[src/rtl/serial_sat.sv]
// Bit-serial saturating limiter for an I2S stereo stream: captures each channel slot,
// limits the signed word to W_OUT bits and re-emits it sign-extended in the same slot one frame later.
module serial_sat #(
    parameter int W_SLOT = 32,
    parameter int W_OUT  = 16
) (
    input  logic i_clk,
    input  logic i_rst_n,
    input  logic i_bclk,
    input  logic i_lrclk,
    input  logic i_in,
    input  logic i_clr,
    output logic o_out,
    output logic o_clip_l,
    output logic o_clip_r,
    output logic o_frame_err
);

    localparam int CW = $clog2(W_SLOT + 2);
    localparam logic [CW-1:0] CNT_MAX  = CW'(W_SLOT + 1);
    localparam logic [CW-1:0] CNT_FULL = CW'(W_SLOT);
    localparam logic [W_SLOT-1:0] SAT_MAX = {{(W_SLOT-W_OUT+1){1'b0}}, {(W_OUT-1){1'b1}}};
    localparam logic [W_SLOT-1:0] SAT_MIN = {{(W_SLOT-W_OUT+1){1'b1}}, {(W_OUT-1){1'b0}}};

    typedef enum logic {ST_SYNC = 1'b0, ST_RUN = 1'b1} state_t;

    // Returns {clip, limited word}; the limited word is already sign-extended to W_SLOT.
    function automatic logic [W_SLOT:0] sat_word(input logic [W_SLOT-1:0] v);
        logic [W_SLOT:0] res;
        if ($signed(v) > $signed(SAT_MAX)) begin
            res = {1'b1, SAT_MAX};
        end else if ($signed(v) < $signed(SAT_MIN)) begin
            res = {1'b1, SAT_MIN};
        end else begin
            res = {1'b0, v};
        end
        return res;
    endfunction

    state_t            r_state, w_state_nxt;
    logic              r_bclk_d, r_lr;
    logic [W_SLOT-1:0] r_cap, r_tx, r_hold_l, r_hold_r;
    logic [CW-1:0]     r_cnt;
    logic              r_out, r_clip_l, r_clip_r, r_frame_err;

    logic              w_rise, w_fall, w_bound;
    logic              w_write, w_err, w_load;
    logic [W_SLOT-1:0] w_cap_nxt;
    logic [CW-1:0]     w_cnt_inc;
    logic [W_SLOT:0]   w_sat;

    assign w_rise    = i_bclk & ~r_bclk_d;
    assign w_fall    = ~i_bclk & r_bclk_d;
    assign w_bound   = w_rise & (i_lrclk ^ r_lr);
    // The boundary bit is the LSB of the ending slot, so it is part of the word being closed.
    assign w_cap_nxt = {r_cap[W_SLOT-2:0], i_in};
    assign w_cnt_inc = (r_cnt == CNT_MAX) ? CNT_MAX : r_cnt + CW'(1);
    assign w_sat     = sat_word(w_cap_nxt);

    // State register.
    always_ff @(posedge i_clk or negedge i_rst_n) begin
        if (!i_rst_n) begin
            r_state <= ST_SYNC;
        end else begin
            r_state <= w_state_nxt;
        end
    end

    // Next state and per-boundary write/error/load decisions.
    always_comb begin
        w_state_nxt = r_state;
        w_write     = 1'b0;
        w_err       = 1'b0;
        w_load      = 1'b0;
        case (r_state)
            ST_SYNC: begin
                if (w_bound) begin
                    w_state_nxt = ST_RUN;
                    w_load      = 1'b1;
                end else begin
                    w_state_nxt = ST_SYNC;
                end
            end
            ST_RUN: begin
                if (w_bound) begin
                    w_load = 1'b1;
                    if (w_cnt_inc == CNT_FULL) begin
                        w_write = 1'b1;
                    end else begin
                        w_err = 1'b1;
                    end
                end else begin
                    w_load = 1'b0;
                end
            end
            default: begin
                w_state_nxt = ST_SYNC;
            end
        endcase
    end

    // Bit-clock edge detect, lrclk sampling, capture shift and bit counter.
    always_ff @(posedge i_clk or negedge i_rst_n) begin
        if (!i_rst_n) begin
            r_bclk_d <= 1'b0;
            r_lr     <= 1'b0;
            r_cap    <= '0;
            r_cnt    <= '0;
        end else begin
            r_bclk_d <= i_bclk;
            if (w_rise) begin
                r_lr <= i_lrclk;
            end
            if (w_rise && (r_state == ST_RUN)) begin
                r_cap <= w_cap_nxt;
            end
            if (w_bound) begin
                r_cnt <= '0;
            end else if (w_rise && (r_state == ST_RUN)) begin
                r_cnt <= w_cnt_inc;
            end
        end
    end

    // Per-channel hold registers; the ending channel is the previously sampled lrclk.
    always_ff @(posedge i_clk or negedge i_rst_n) begin
        if (!i_rst_n) begin
            r_hold_l <= '0;
            r_hold_r <= '0;
        end else if (w_write) begin
            if (r_lr) begin
                r_hold_r <= w_sat[W_SLOT-1:0];
            end else begin
                r_hold_l <= w_sat[W_SLOT-1:0];
            end
        end
    end

    // Transmit shifter: load the new channel at a boundary, emit MSB-first on bclk falls.
    always_ff @(posedge i_clk or negedge i_rst_n) begin
        if (!i_rst_n) begin
            r_tx  <= '0;
            r_out <= 1'b0;
        end else if (w_load) begin
            r_tx <= i_lrclk ? r_hold_r : r_hold_l;
        end else if (w_fall) begin
            r_out <= r_tx[W_SLOT-1];
            r_tx  <= {r_tx[W_SLOT-2:0], 1'b0};
        end
    end

    // Sticky flags; a set in the same cycle as clr takes priority.
    always_ff @(posedge i_clk or negedge i_rst_n) begin
        if (!i_rst_n) begin
            r_clip_l    <= 1'b0;
            r_clip_r    <= 1'b0;
            r_frame_err <= 1'b0;
        end else begin
            r_clip_l    <= (w_write & w_sat[W_SLOT] & ~r_lr) | (r_clip_l & ~i_clr);
            r_clip_r    <= (w_write & w_sat[W_SLOT] & r_lr) | (r_clip_r & ~i_clr);
            r_frame_err <= w_err | (r_frame_err & ~i_clr);
        end
    end

    assign o_out       = r_out;
    assign o_clip_l    = r_clip_l;
    assign o_clip_r    = r_clip_r;
    assign o_frame_err = r_frame_err;

endmodule

[config.mk]
export PLATFORM = sky130hd
export DESIGN_NAME = serial_sat
export DESIGN_NICKNAME = d
export VERILOG_FILES = /design/src/rtl/serial_sat.sv
export SDC_FILE = /design/constraint.sdc
export NUM_CORES = 1
export LEC_CHECK = 0
export CORE_UTILIZATION = 35
export DETAILED_ROUTE_END_ITERATION = 16
export DONT_BUFFER_PORTS = 1
export GPL_ROUTABILITY_DRIVEN = 0
export PLACE_DENSITY = 0.49
export SLEW_MARGIN = 10
export SYNTH_ARGS = -nofsm -noshare
export SYNTH_HDL_FRONTEND = slang
export SYNTH_SLANG_ARGS = --single-unit
[constraint.sdc]
create_clock -name i_clk -period 2.5 [get_ports i_clk]
set_input_delay 0 -clock i_clk [delete_from_list [all_inputs] [get_ports i_clk]]
set_output_delay 0 -clock i_clk [all_outputs]
set_load 0.05 [all_outputs]
==> PnR_summary.wiki <==
{| class="wikitable"
! Metric !! Value
|-
| Total nets after synthesis || 522
|-
| Largest cells by area after synthesis || sky130_fd_sc_hd__dfrtp_1, sky130_fd_sc_hd__mux2_2, sky130_fd_sc_hd__mux2i_1
|-
| Crit. End Element || flip-flop
|-
| RSZ-0062 raised after global routing || false
|-
| Required time reported for the critical path endpoint || between 2 and 3 ns
|-
| Global routing usage summed across all routing layers || 15.43%
|-
| Final critical-path share of the clock period || 91.63%
|-
| Std-Cell Rows || 48
|-
| Library cell contributing the largest single delay on the critical path || sky130_fd_sc_hd__ha_2
|-
| Max-cap check violation count || 0
|-
| Die Span Y || 135.8 µm
|-
| Number of buffers added by the clock tree synthesis step || 17
|-
| Clock insertion delay at the later pin of the skew report || 0.42 ns
|-
| Die Width || approximately 140 µm
|-
| Longest Clk Path Bufs || 2
|-
| Run status || complete, but fails checks
|-
| Total negative slack || 0 ns
|-
| Count of state elements after synthesis || 140
|-
| Die footprint || 18,440 µm²
|-
| Total vias in the final route || 3,946
|-
| Number of flops mapped to enable cells by yosys || 0
|-
| Number of diodes || 0
|-
| F_max || 436.5 MHz
|-
| Number of different library cells in the post-synthesis netlist || 38
|-
| Post-Synthesis Mean Instance Area || approximately 12 µm²
|-
| Detailed placement HPWL || 7624 µm
|-
| Clock net sink count || 140
|-
| Length in cells of the worst reg-to-reg path || 8
|-
| Worst VDD drop || roughly 0.53 mV
|-
| Total number of H-tree levels || 4
|-
| Total power divided by cell area || between 700 and 800 nW/µm²
|-
| FF-to-FF setup slack || 0.21 ns
|-
| Capturing point of the worst reg2reg path || r_hold_r[19]
|-
| Async set-or-reset flop fraction in the synthesized netlist || 100.0%
|-
| Clock tree from TritonCTS || built
|-
| Crit path launch type || flip-flop
|-
| Hold slack || -0.7279 ns
|-
| Buf+Inv Stages, Crit Path || 1
|-
| Worst Clk Skew || 0.01098 ns
|-
| Transition time at the pin with the least slew margin || between 0.7 and 0.8 ns
|-
| CP Class || flip-flop to flip-flop
|-
| Clock transition at path regs || roughly 0.060 ns
|-
| Via count of the first global-routing pass || 4,031
|-
| Seq/Total Area, Yosys || 55.92%
|-
| Slowest cell delay on critical path || about 0.52 ns
|-
| Post-synthesis cell area || 6265 µm²
|-
| Area added between synthesis and finish || 15.00%
|-
| Data arrival, critical path || around 2.7 ns
|-
| Number of port buffers || 0
|-
| Type of the most critical hold path || primary input to async pin
|-
| Number of hold buffers added after CTS || 4
|-
| Dpl ws || 0.03884 ns
|-
| Setup violators final || 0
|-
| Via density per instance || about 5.2
|-
| Count of antenna-violating nets left after detailed routing || 0
|-
| Worst rel slew slack || between 40 and 50%
|-
| DR DRC count || 0
|-
| Cell at the root of the clock tree || sky130_fd_sc_hd__clkbuf_16
|-
| Ports || 10
|-
| Worst flop-to-flop path startpoint || r_cap[27]
|-
| Leak Pwr || around 0.0035 µW
|-
| Number of antenna violations at the first check in global routing || 0
|-
| Setup ws final || 0.2092 ns
|-
| Number of endpoints with negative hold slack in the final report || 140
|-
| Ys Warns || 0
|-
| Share of post-route cells with drive strength above 1 || 25.38%
|-
| Final slew viol count || 0
|-
| Cell-by-cell trace of the critical path || nand4_1, nor4_1, nand4_1, ha_2, buf_4, nor2_1, nor2_1, mux2_2
|-
| Minimum period implied by the final worst setup slack || 2.291 ns
|-
| Logic depth of the worst setup path including buffers || 8
|-
| Starting utilization of the core area || 35.97%
|-
| Global-route wire length before repair || 21,400 µm
|-
| Post-synth top area cell || sky130_fd_sc_hd__dfrtp_1
|-
| Total Routed Length || 12,770 µm
|-
| Nets || ~530
|-
| Cells after Synth || 513
|-
| Top delay family on crit path || simple AND/OR/NAND/NOR gates
|-
| Most common flop cell mapped by yosys || sky130_fd_sc_hd__dfrtp_1
|-
| Violated checks || hold timing
|-
| Average routed wire per standard cell || approximately 17 µm
|-
| Share of the synthesized area in the top cell type || 55.92%
|-
| Number of iterations in the first detailed-routing pass || 4
|-
| Core Region || 17,420 µm²
|-
| Critical-path maximum fanout || 17
|-
| Remaining global-route overflow || 0
|-
| Post-CTS setup repair buffer count || 0
|-
| Number of DRC violations after detailed-routing iteration 0 || 216
|-
| Pin count of the biggest net entering global routing || 141
|}
## logic make-up (layout without fill, tap and decap cells)
kind of cell	after synthesis	in the layout	share of synthesized area, %
flip-flops	140	140	55.92
buffers and inverters	50	69	3.735
XOR/XNOR	3	3	0.4195
adder cells (fa/ha/maj)	3	3	0.5992
AO/OA/AOI/OAI	83	83	9.786
AND/OR/NAND/NOR	120	120	8.967
multiplexers	114	114	20.57
## worst reg2reg max path: cells and delay by family, from the launching register on
| kind | cells | cell delay [ns] |
|---|---|---|
| and+or+nand+nor | 5 | 0.82 |
| DFF | 1 | 0.41 |
| adders and majority gates | 1 | 0.52 |
| buffers and inverters | 1 | 0.27 |
| muxes | 1 | 0.20 |
## state kept, by name, indices dropped and copies added (netlist names), 6 cells and up
name and flops:
r_cnt 6, r_hold_r 32, r_tx 32, r_hold_l 32, r_cap 31
## worst max-delay path by stage
stage,slack (ns),to,start
global route,0.02,r_hold_r[19],r_cap[19]
detailed placement,0.04,r_hold_r[19],r_cap[27]
global placement,0.15,r_hold_l[19],r_cap[27]
CTS,0.02,r_hold_r[19],r_cap[27]
floorplan,0.54,r_hold_l[14],r_cap[28]
finish,0.21,r_hold_r[19],r_cap[27]
## report_power, final
| group | internal [µW] | total [µW] | leakage [µW] | switching (µW) |
|---|---|---|---|---|
| Clock | 1660 | 2640 | 0.000299 | 985 |
| Sequential | 2340 | 2410 | 0.00194 | 61.8 |
| Combinational | 134 | 417 | 0.00124 | 283 |
| Total | 4140 | 5460 | 0.00347 | 1330 |
## layer usage
metal	vias to the layer above	track usage, %	part of all wire (%)	wire length (µm)
li1	1844	-	-	-
met1	2034	20.55	50	6326
met2	52	23.98	46	5918
met3	16	4.115	2.6	335
met4	0	5.680	1.4	184
met5	-	0	0	0
## area by class of cell
class | count | area [µm²]
clock inverters | 12 | 161.4
well taps | 225 | 281.5
clock buffers | 20 | 466.7
fillers | 1645 | 10210
multi-input cells | 323 | 2536
repair buffers | 17 | 180.2
inverters | 20 | 75.07
flip-flops and latches | 140 | 3503
## metrics by stage
stage / total power, µW / area, µm² / utilization, % / hold WS (ns) / instances
finish: 5465 / 7204 / 41.36 / -0.7279 / 757
CTS: 5526 / 7202 / 41.35 / -0.7445 / 757
global placement: 2833 / 6516 / 37.41 / -0.2926 / 721
global route: 5709 / 7204 / 41.36 / -0.7557 / 757
detailed placement: 2844 / 6516 / 37.41 / -0.2905 / 721
floorplan: 2735 / 6265 / - / -0.2956 / 513
## synth_stat cells (3+ instances only)
cell type,count
sky130_fd_sc_hd__mux2_2,70
sky130_fd_sc_hd__o21ai_0,40
sky130_fd_sc_hd__nand3_1,4
sky130_fd_sc_hd__nor2b_1,4
sky130_fd_sc_hd__nor4_1,5
sky130_fd_sc_hd__dfrtp_1,140
sky130_fd_sc_hd__clkbuf_1,19
sky130_fd_sc_hd__ha_1,3
sky130_fd_sc_hd__inv_1,20
sky130_fd_sc_hd__mux2_4,12
sky130_fd_sc_hd__nor2_1,68
sky130_fd_sc_hd__a221o_1,31
sky130_fd_sc_hd__nand4_1,5
sky130_fd_sc_hd__buf_6,6
sky130_fd_sc_hd__mux2i_1,32
sky130_fd_sc_hd__nand2_1,20
sky130_fd_sc_hd__buf_1,4
## timing repair
| action | in CTS | in global routing |
|---|---|---|
| endpoints found under the hold margin | 180 | 140 |
| setup endpoints to repair | 0 | 28 |
| resized for setup | 0 | 1 |
## cell usage in the layout (no fill, tap or decap), types with 4 or more instances in the layout
cell type and count:
sky130_fd_sc_hd__a221o_1 31, sky130_fd_sc_hd__buf_4 11, sky130_fd_sc_hd__clkbuf_16 17, sky130_fd_sc_hd__dfrtp_1 140, sky130_fd_sc_hd__inv_1 20, sky130_fd_sc_hd__mux2_2 70, sky130_fd_sc_hd__mux2_4 12, sky130_fd_sc_hd__mux2i_1 32
sky130_fd_sc_hd__nand2_1 20, sky130_fd_sc_hd__nand3_1 4, sky130_fd_sc_hd__nand4_1 5, sky130_fd_sc_hd__nor2_1 68, sky130_fd_sc_hd__nor4_1 5, sky130_fd_sc_hd__o21ai_0 40
Power figures use the tool's default switching activity.
